### config.mk
export PLATFORM = sky130hd
export DESIGN_NAME = mem_port_arbiter_flat
export DESIGN_NICKNAME = d
export VERILOG_FILES = /design/src/rtl/mem_port_arbiter_if.sv /design/src/rtl/mem_port_arbiter.sv /design/src/flat_wrapper.sv
export SDC_FILE = /design/constraint.sdc
export NUM_CORES = 1
export LEC_CHECK = 0
export BUFFER_PORTS_ARGS = -buffer_cell sky130_fd_sc_hd__buf_2
export CAP_MARGIN = 20
export CORE_MARGIN = 10
export CORE_UTILIZATION = 32
export DETAILED_ROUTE_END_ITERATION = 12
export PLACE_DENSITY_LB_ADDON = 0.1
export SYNTH_ARGS = -nofsm -noshare
export SYNTH_HDL_FRONTEND = slang
export SYNTH_SLANG_ARGS = --single-unit
### constraint.sdc
create_clock -name clk -period 1.4 [get_ports clk]
set_input_delay 0 -clock clk [delete_from_list [all_inputs] [get_ports clk]]
set_output_delay 0 -clock clk [all_outputs]
set_load 0.005 [all_outputs]
### src/rtl/mem_port_arbiter_if.sv
// mem_port_arbiter_if: bundles the fetch/data request ports, the SRAM-side
// drive signals and the registered response outputs of mem_port_arbiter.
//
// Modports:
//   slave  - the arbiter: takes requests and mem_q, drives grants, SRAM
//            controls and the instr/load_data responses.
//   master - the surrounding pipeline/memory: drives requests and mem_q.
interface mem_port_arbiter_if;
  // Instruction fetch side
  logic        f_req;
  logic [29:0] f_pc;
  logic        f_gnt;
  logic        f_stall;

  // Data load/store side
  logic        d_req;
  logic        d_we;
  logic [29:0] d_addr;
  logic [31:0] d_wdata;
  logic        d_gnt;

  // To / from memory_stage
  logic        mem_select;
  logic [29:0] mem_pc;
  logic [29:0] mem_addr;
  logic [31:0] mem_data;
  logic        mem_wren;
  logic [31:0] mem_q;

  // Registered responses
  logic [31:0] instr;
  logic        instr_valid;
  logic [31:0] load_data;
  logic        load_valid;

  modport slave (
    input  f_req, f_pc, d_req, d_we, d_addr, d_wdata, mem_q,
    output f_gnt, f_stall, d_gnt,
    output mem_select, mem_pc, mem_addr, mem_data, mem_wren,
    output instr, instr_valid, load_data, load_valid
  );

  modport master (
    output f_req, f_pc, d_req, d_we, d_addr, d_wdata, mem_q,
    input  f_gnt, f_stall, d_gnt,
    input  mem_select, mem_pc, mem_addr, mem_data, mem_wren,
    input  instr, instr_valid, load_data, load_valid
  );
endinterface

### src/rtl/mem_port_arbiter.sv
// mem_port_arbiter: single-port arbiter and response pipeline in front of
// memory_stage. Each cycle the shared SRAM port serves either a data
// load/store (priority) or an instruction fetch. The granted access is tagged
// and the word returned on mem_q one cycle later is captured into instr or
// load_data with a one-cycle valid pulse (2-cycle read latency overall).
//
// Ports:
//   clk   - pipeline clock (SRAM latches its address on the same edge)
//   reset - synchronous, active-high
//   bus   - mem_port_arbiter_if.slave: f_req/f_pc/f_gnt/f_stall,
//           d_req/d_we/d_addr/d_wdata/d_gnt, mem_select/mem_pc/mem_addr/
//           mem_data/mem_wren/mem_q, instr/instr_valid, load_data/load_valid
//
// Parameters:
//   MAX_STARVE - consecutive fetch-denied data grants before fetch is forced
//                (1..15, only used by the starvation guard)
//
// Build option:
//   MEM_ARB_STARVE_GUARD_EN - when defined, a 4-bit starvation counter forces
//                             a fetch grant after MAX_STARVE lost contentions.
module mem_port_arbiter #(
  parameter int unsigned MAX_STARVE = 4
) (
  input logic               clk,
  input logic               reset,
  mem_port_arbiter_if.slave bus
);

  typedef enum logic [1:0] {TagNone, TagFetch, TagLoad, TagStore} tag_e;

  tag_e        tag_q, tag_d;
  logic [31:0] instr_q, instr_d;
  logic [31:0] load_data_q, load_data_d;
  logic        instr_valid_q, instr_valid_d;
  logic        load_valid_q, load_valid_d;
  logic        f_gnt, d_gnt;
  logic        force_fetch;

  // The counter is 4 bits wide, so larger limits could never be reached.
  always_ff @(posedge clk) begin
    assert (MAX_STARVE >= 1 && MAX_STARVE <= 15);
  end

`ifdef MEM_ARB_STARVE_GUARD_EN
  logic [3:0] starve_q, starve_d;

  assign force_fetch = bus.f_req && (starve_q == 4'(MAX_STARVE));

  // Counts data grants that beat a pending fetch; any fetch grant or a
  // dropped fetch request restarts the count.
  always_comb begin
    starve_d = starve_q;
    if (f_gnt || !bus.f_req) begin
      starve_d = '0;
    end else if (bus.d_req && d_gnt) begin
      starve_d = starve_q + 4'd1;
    end
  end

  always_ff @(posedge clk) begin
    if (reset) begin
      starve_q <= '0;
    end else begin
      starve_q <= starve_d;
    end
  end
`else
  assign force_fetch = 1'b0;
`endif

  // Grant decision; everything is held off while reset is asserted.
  always_comb begin
    f_gnt = 1'b0;
    d_gnt = 1'b0;
    if (!reset) begin
      if (force_fetch) begin
        f_gnt = 1'b1;
      end else if (bus.d_req) begin
        d_gnt = 1'b1;
      end else if (bus.f_req) begin
        f_gnt = 1'b1;
      end
    end
  end

  assign bus.f_gnt      = f_gnt;
  assign bus.d_gnt      = d_gnt;
  assign bus.f_stall    = bus.f_req & ~f_gnt;
  assign bus.mem_select = f_gnt;
  assign bus.mem_pc     = bus.f_pc;
  assign bus.mem_addr   = bus.d_addr;
  assign bus.mem_data   = bus.d_wdata;
  assign bus.mem_wren   = d_gnt & bus.d_we;

  // Tag of the access issued this cycle; it names the response on mem_q
  // during the next cycle.
  always_comb begin
    tag_d = TagNone;
    if (f_gnt) begin
      tag_d = TagFetch;
    end else if (d_gnt) begin
      tag_d = bus.d_we ? TagStore : TagLoad;
    end
  end

  // Response capture, driven by the tag of the access issued last cycle.
  always_comb begin
    instr_d       = instr_q;
    load_data_d   = load_data_q;
    instr_valid_d = 1'b0;
    load_valid_d  = 1'b0;
    case (tag_q)
      TagFetch: begin
        instr_d       = bus.mem_q;
        instr_valid_d = 1'b1;
      end
      TagLoad: begin
        load_data_d  = bus.mem_q;
        load_valid_d = 1'b1;
      end
      default: ;
    endcase
  end

  always_ff @(posedge clk) begin
    if (reset) begin
      tag_q         <= TagNone;
      instr_q       <= '0;
      load_data_q   <= '0;
      instr_valid_q <= 1'b0;
      load_valid_q  <= 1'b0;
    end else begin
      tag_q         <= tag_d;
      instr_q       <= instr_d;
      load_data_q   <= load_data_d;
      instr_valid_q <= instr_valid_d;
      load_valid_q  <= load_valid_d;
    end
  end

  assign bus.instr       = instr_q;
  assign bus.instr_valid = instr_valid_q;
  assign bus.load_data   = load_data_q;
  assign bus.load_valid  = load_valid_q;

endmodule

### src/flat_wrapper.sv
// flat-port wrapper written by rule: the top's interface ports become plain ports
module mem_port_arbiter_flat 
#(
  parameter int unsigned MAX_STARVE = 4
)
  (clk, reset, bus_f_req, bus_f_pc, bus_d_req, bus_d_we, bus_d_addr, bus_d_wdata, bus_mem_q, bus_f_gnt, bus_f_stall, bus_d_gnt, bus_mem_select, bus_mem_pc, bus_mem_addr, bus_mem_data, bus_mem_wren, bus_instr, bus_instr_valid, bus_load_data, bus_load_valid);
  mem_port_arbiter_if bus_i ();
  input logic clk;
  input logic reset;
  input wire logic [$bits(bus_i.f_req)-1:0] bus_f_req;
  input wire logic [$bits(bus_i.f_pc)-1:0] bus_f_pc;
  input wire logic [$bits(bus_i.d_req)-1:0] bus_d_req;
  input wire logic [$bits(bus_i.d_we)-1:0] bus_d_we;
  input wire logic [$bits(bus_i.d_addr)-1:0] bus_d_addr;
  input wire logic [$bits(bus_i.d_wdata)-1:0] bus_d_wdata;
  input wire logic [$bits(bus_i.mem_q)-1:0] bus_mem_q;
  output wire logic [$bits(bus_i.f_gnt)-1:0] bus_f_gnt;
  output wire logic [$bits(bus_i.f_stall)-1:0] bus_f_stall;
  output wire logic [$bits(bus_i.d_gnt)-1:0] bus_d_gnt;
  output wire logic [$bits(bus_i.mem_select)-1:0] bus_mem_select;
  output wire logic [$bits(bus_i.mem_pc)-1:0] bus_mem_pc;
  output wire logic [$bits(bus_i.mem_addr)-1:0] bus_mem_addr;
  output wire logic [$bits(bus_i.mem_data)-1:0] bus_mem_data;
  output wire logic [$bits(bus_i.mem_wren)-1:0] bus_mem_wren;
  output wire logic [$bits(bus_i.instr)-1:0] bus_instr;
  output wire logic [$bits(bus_i.instr_valid)-1:0] bus_instr_valid;
  output wire logic [$bits(bus_i.load_data)-1:0] bus_load_data;
  output wire logic [$bits(bus_i.load_valid)-1:0] bus_load_valid;
  assign bus_i.f_req = bus_f_req;
  assign bus_i.f_pc = bus_f_pc;
  assign bus_i.d_req = bus_d_req;
  assign bus_i.d_we = bus_d_we;
  assign bus_i.d_addr = bus_d_addr;
  assign bus_i.d_wdata = bus_d_wdata;
  assign bus_i.mem_q = bus_mem_q;
  assign bus_f_gnt = bus_i.f_gnt;
  assign bus_f_stall = bus_i.f_stall;
  assign bus_d_gnt = bus_i.d_gnt;
  assign bus_mem_select = bus_i.mem_select;
  assign bus_mem_pc = bus_i.mem_pc;
  assign bus_mem_addr = bus_i.mem_addr;
  assign bus_mem_data = bus_i.mem_data;
  assign bus_mem_wren = bus_i.mem_wren;
  assign bus_instr = bus_i.instr;
  assign bus_instr_valid = bus_i.instr_valid;
  assign bus_load_data = bus_i.load_data;
  assign bus_load_valid = bus_i.load_valid;
  mem_port_arbiter #(.MAX_STARVE(MAX_STARVE)) u_core (.clk(clk), .reset(reset), .bus(bus_i));
endmodule
# Word level (Yosys, flattened, before mapping)
# Index checks and enable logic that the tools add are counted.
# totals
register_bits,68
elab_cells,23
# classes
n_reduce_logical,1
muxes,10
n_bitwise,4
n_eq_ne,2
# ops
op,n
$mux W1,10
$reduce_or A3 Y1,1
$and A1 B1 Y1,2
$eq A2 B1 Y1 const B,1
$eq A2 B2 Y1 const B,1
$not A1 Y1,2

# Longest topological paths before layout
# depth
depth_word,5
ltp_mapped,4

# Least setup slack after synthesis
# OpenSTA, ideal clock, no wires.
# synth_path
path_type,register to register
start,reg u_core.tag_q[1]
end,"reg u_core.load_data_q[10], in the netlist u_core.bus.load_data[10]"
n_path_buf,2
arrival_ps,931
stages_incl_launch_ff,5
setup_time_ps,72
setup_slack_ps,398
t_required_ps,1328
cell_sequence,dfxtp_1 nor2b_2 buf_6 buf_12 mux2i_1
# synth_via
elab_chain_len,1
# synth_lines
item,line,rtl
start: declaration,mem_port_arbiter.sv:31,"tag_e tag_q, tag_d;"
start signal: assignment,mem_port_arbiter.sv:127,tag_q <= TagNone;
start signal: assignment,mem_port_arbiter.sv:133,tag_q <= tag_d;
$eq A2 B2 Y1,mem_port_arbiter.sv:112,case (tag_q)
end signal: assignment,mem_port_arbiter.sv:135,load_data_q <= load_data_d;
end: declaration,mem_port_arbiter.sv:33,"logic [31:0] load_data_q, load_data_d;"
# Every way passes these cells.
# A chain may end at the register's enable or synchronous reset.

# Worst setup path after layout
# layout_path
start,in bus_d_req
end,reg u_core.tag_q[0]
# layout_via
elab_chain_len,4
word_cells_on_any_way,6
cone_classes,mux (6)
# layout_lines
item,line,rtl
start: declaration,flat_wrapper.sv:12,input wire logic [$bits(bus_i.d_req)-1:0] bus_d_req;
$mux W1,mem_port_arbiter.sv:78,end else if (bus.d_req) begin
$mux W1,mem_port_arbiter.sv:75,if (!reset) begin
$mux W1,mem_port_arbiter.sv:101,end else if (d_gnt) begin
$mux W1 (*),mem_port_arbiter.sv:99,if (f_gnt) begin
# Every way passes the cells marked *; elsewhere a longest branch is shown, timed or not.

==> reports/qor.txt <==
Starting Density: 32.6%
Clk sinks: 68
DR vias/cell: 4.21
Fillers: 1101
H-Tree Depth: 3
Endpoints failing hold: 0
Total grt overflow: 0
Finish-stage setup viols: 0
Max FO, Critical Path: 5
Syn Area/Cell: 10.0 um2
Min Tclk post-route: 1.23 ns
Status: complete, no violations
Die span in x: 125 um
Post-route ant nets: 0
Worst vdd ir: 0.388 mV
Area Overhead vs Synth: 13.9%
Fraction of layout cells with a size suffix above 1: 31.8%
Hpwl dp: 5370 um
CTS tree: built
Die Y: 125 um
Antenna diodes: 0
Syn Nets: 482
Row Count: 38
Largest net degree at the start of global routing: 104
Via count: 2284
I/O Buffers: 107
Netlist cell types: 14
Remaining DRCs: 0
DRT Pass-1 Iters: 4
Vias in the first global route: 2505
Worst Hold Class: in2out
Yosys warns: 0
Post-route setup TNS: 0 ns
Layout Nets: 528
Post-synth EDFFs: 0
Clk root buf: clkbuf_8
Routed wire length: 7790 um
Post-Layout Inst Area: 4020 um2
CP Launch Type: primary input
I/O pin cnt: 292
CP arrival: 1.45 ns
Clk buf depth: 2
# hold bufs at CTS: 35
Final Max Tran Viols: 0
CTS Buf Count: 9
Final non-filler cell total: 542
Maxcap violations: 0
Post_cts resized: 0
Worst slew margin: 76.8%
Asr flop ratio synth: 0%
Area post-placement: 3500 um2
Synth Cell Area: 3530 um2
Worst-margin pin slew: 0.348 ns
#FFs+latches synth: 68
All-layer global routing usage: 9.59%
Top_reg_cell synth: dfxtp_1
CP Class: in2reg
Tot Pwr: 4.12 mW
Area of the core: 10800 um2
Synth area leader: dfxtp_1
Synth top area cells: dfxtp_1 (39%), buf_4 (20%), mux2i_1 (18%)
Leakage: 1.94 nW
Die Area: 15600 um2
Post-synthesis cell count: 353
DR iter-0 viols: 94
Most frequent cells after synthesis: nand2b_1 (98), buf_4 (94), dfxtp_1 (68), mux2i_1 (65), buf_2 (9)
Worst EP required: 1.62 ns
Sequential fraction of the synthesis area: 38.5%
Initial antenna violation count: 0
RSZ-0062 raised after global routing: no
Count leader, synth: nand2b_1
Post-CTS setup buffer count: 0
Clock-pin slew on the worst setup and hold paths: 0.07 ns
Pwr dens: 1030 nW/um2
Max Clock Skew: 0.00910 ns
Worst Setup End Kind: flip-flop
Period utilisation layout: 87.6%
Fmax: 816 MHz
Routability cong.: 0.668
Routed len/inst: 14.4 um
Worst-Skew Late Latency: 0.33 ns
First-pass GRT wire length: 12600 um
Synth top area share: 38.5%
Inst Count DP: 493
-- cell type report --
class                      count  area, um2  share of cell area, %
timing repair buffer         147        986                   24.5
tap                          140        175                   4.35
sequential                    68       1360                   33.8
clock inverter                 2       10.0                  0.249
multi-input combinational    173       1330                   33.0
clock buffer                  12        165                   4.10
-- cells by family after synthesis --
family	synth area share, %
DFF	38.5
muxes	18.4
buffers and inverters	24.0
AOI/OAI and AO/OA	0.213
and+or+nand+nor	18.8
-- through the flow --
step           setup slack [ns]  utilization (%)  hold WS (ns)
5_1_grt                   0.141             37.1    0.00000796
6_report                  0.174             37.1    0.00000198
3_5_place_dp              0.351             32.3     0.0000346
2_1_floorplan             0.398                -        0.0410
3_3_place_gp              0.398             32.3     0.0000346
4_1_cts                   0.204             37.1     0.0000346
-- critical path: stages --
cell,delay (ns)
dlygate4sd3_1,0.53
buf_2,0.15
mux2i_1,0.18
dlygate4sd3_1,0.56
nor2_1,0.04
-- registers in the layout (all words and copies together) (netlist names) --
signal,flops
u_core.bus.instr,32
u_core.bus.load_valid,1
u_core.bus.instr_valid,1
u_core.tag_q,2
u_core.bus.load_data,32
-- cell usage in the layout, fill, tap and decap left out --
| master | n |
|---|---|
| dfxtp_1 | 68 |
| clkbuf_8 | 12 |
| nor2b_2 | 2 |
| dlygate4sd3_1 | 35 |
| and2_1 | 1 |
| clkinv_2 | 2 |
| nor3b_1 | 1 |
| o21a_1 | 1 |
| buf_12 | 5 |
| mux2i_1 | 65 |
| nand2b_1 | 98 |
| nor2b_1 | 2 |
| nor2_1 | 3 |
| buf_2 | 107 |
-- per-layer routing --
layer  share of wire, %  wire length (um)  GRT usage [%]  vias up
met5                  0                 0              0        -
met4                2.3               177           4.81        0
met3                 10               779           4.77       22
met2                 42              3250           14.0      121
met1                 46              3580           11.4     1027
li1                   -                 -              -     1114
-- where the power goes --
group / switching [mW] / total, mW / internal [mW]
clock network: 0.706 / 1.47 / 0.763
registers: 0.0528 / 2.09 / 2.03
logic: 0.237 / 0.570 / 0.333
total: 0.995 / 4.12 / 3.13
-- final timing paths --
path              cells past startpoint            startpoint                       end  slack [ns]
setup reg to reg                      3       u_core.tag_q[1]  u_core.bus.load_data[13]        0.35
hold reg to reg                       2  u_core.bus.instr[23]      u_core.bus.instr[23]        0.47
setup / recovery                      5             bus_d_req           u_core.tag_q[0]        0.17
hold / removal                        0        bus_d_addr[18]          bus_mem_addr[18]    0.000002
(Power assumes the default switching activity.)
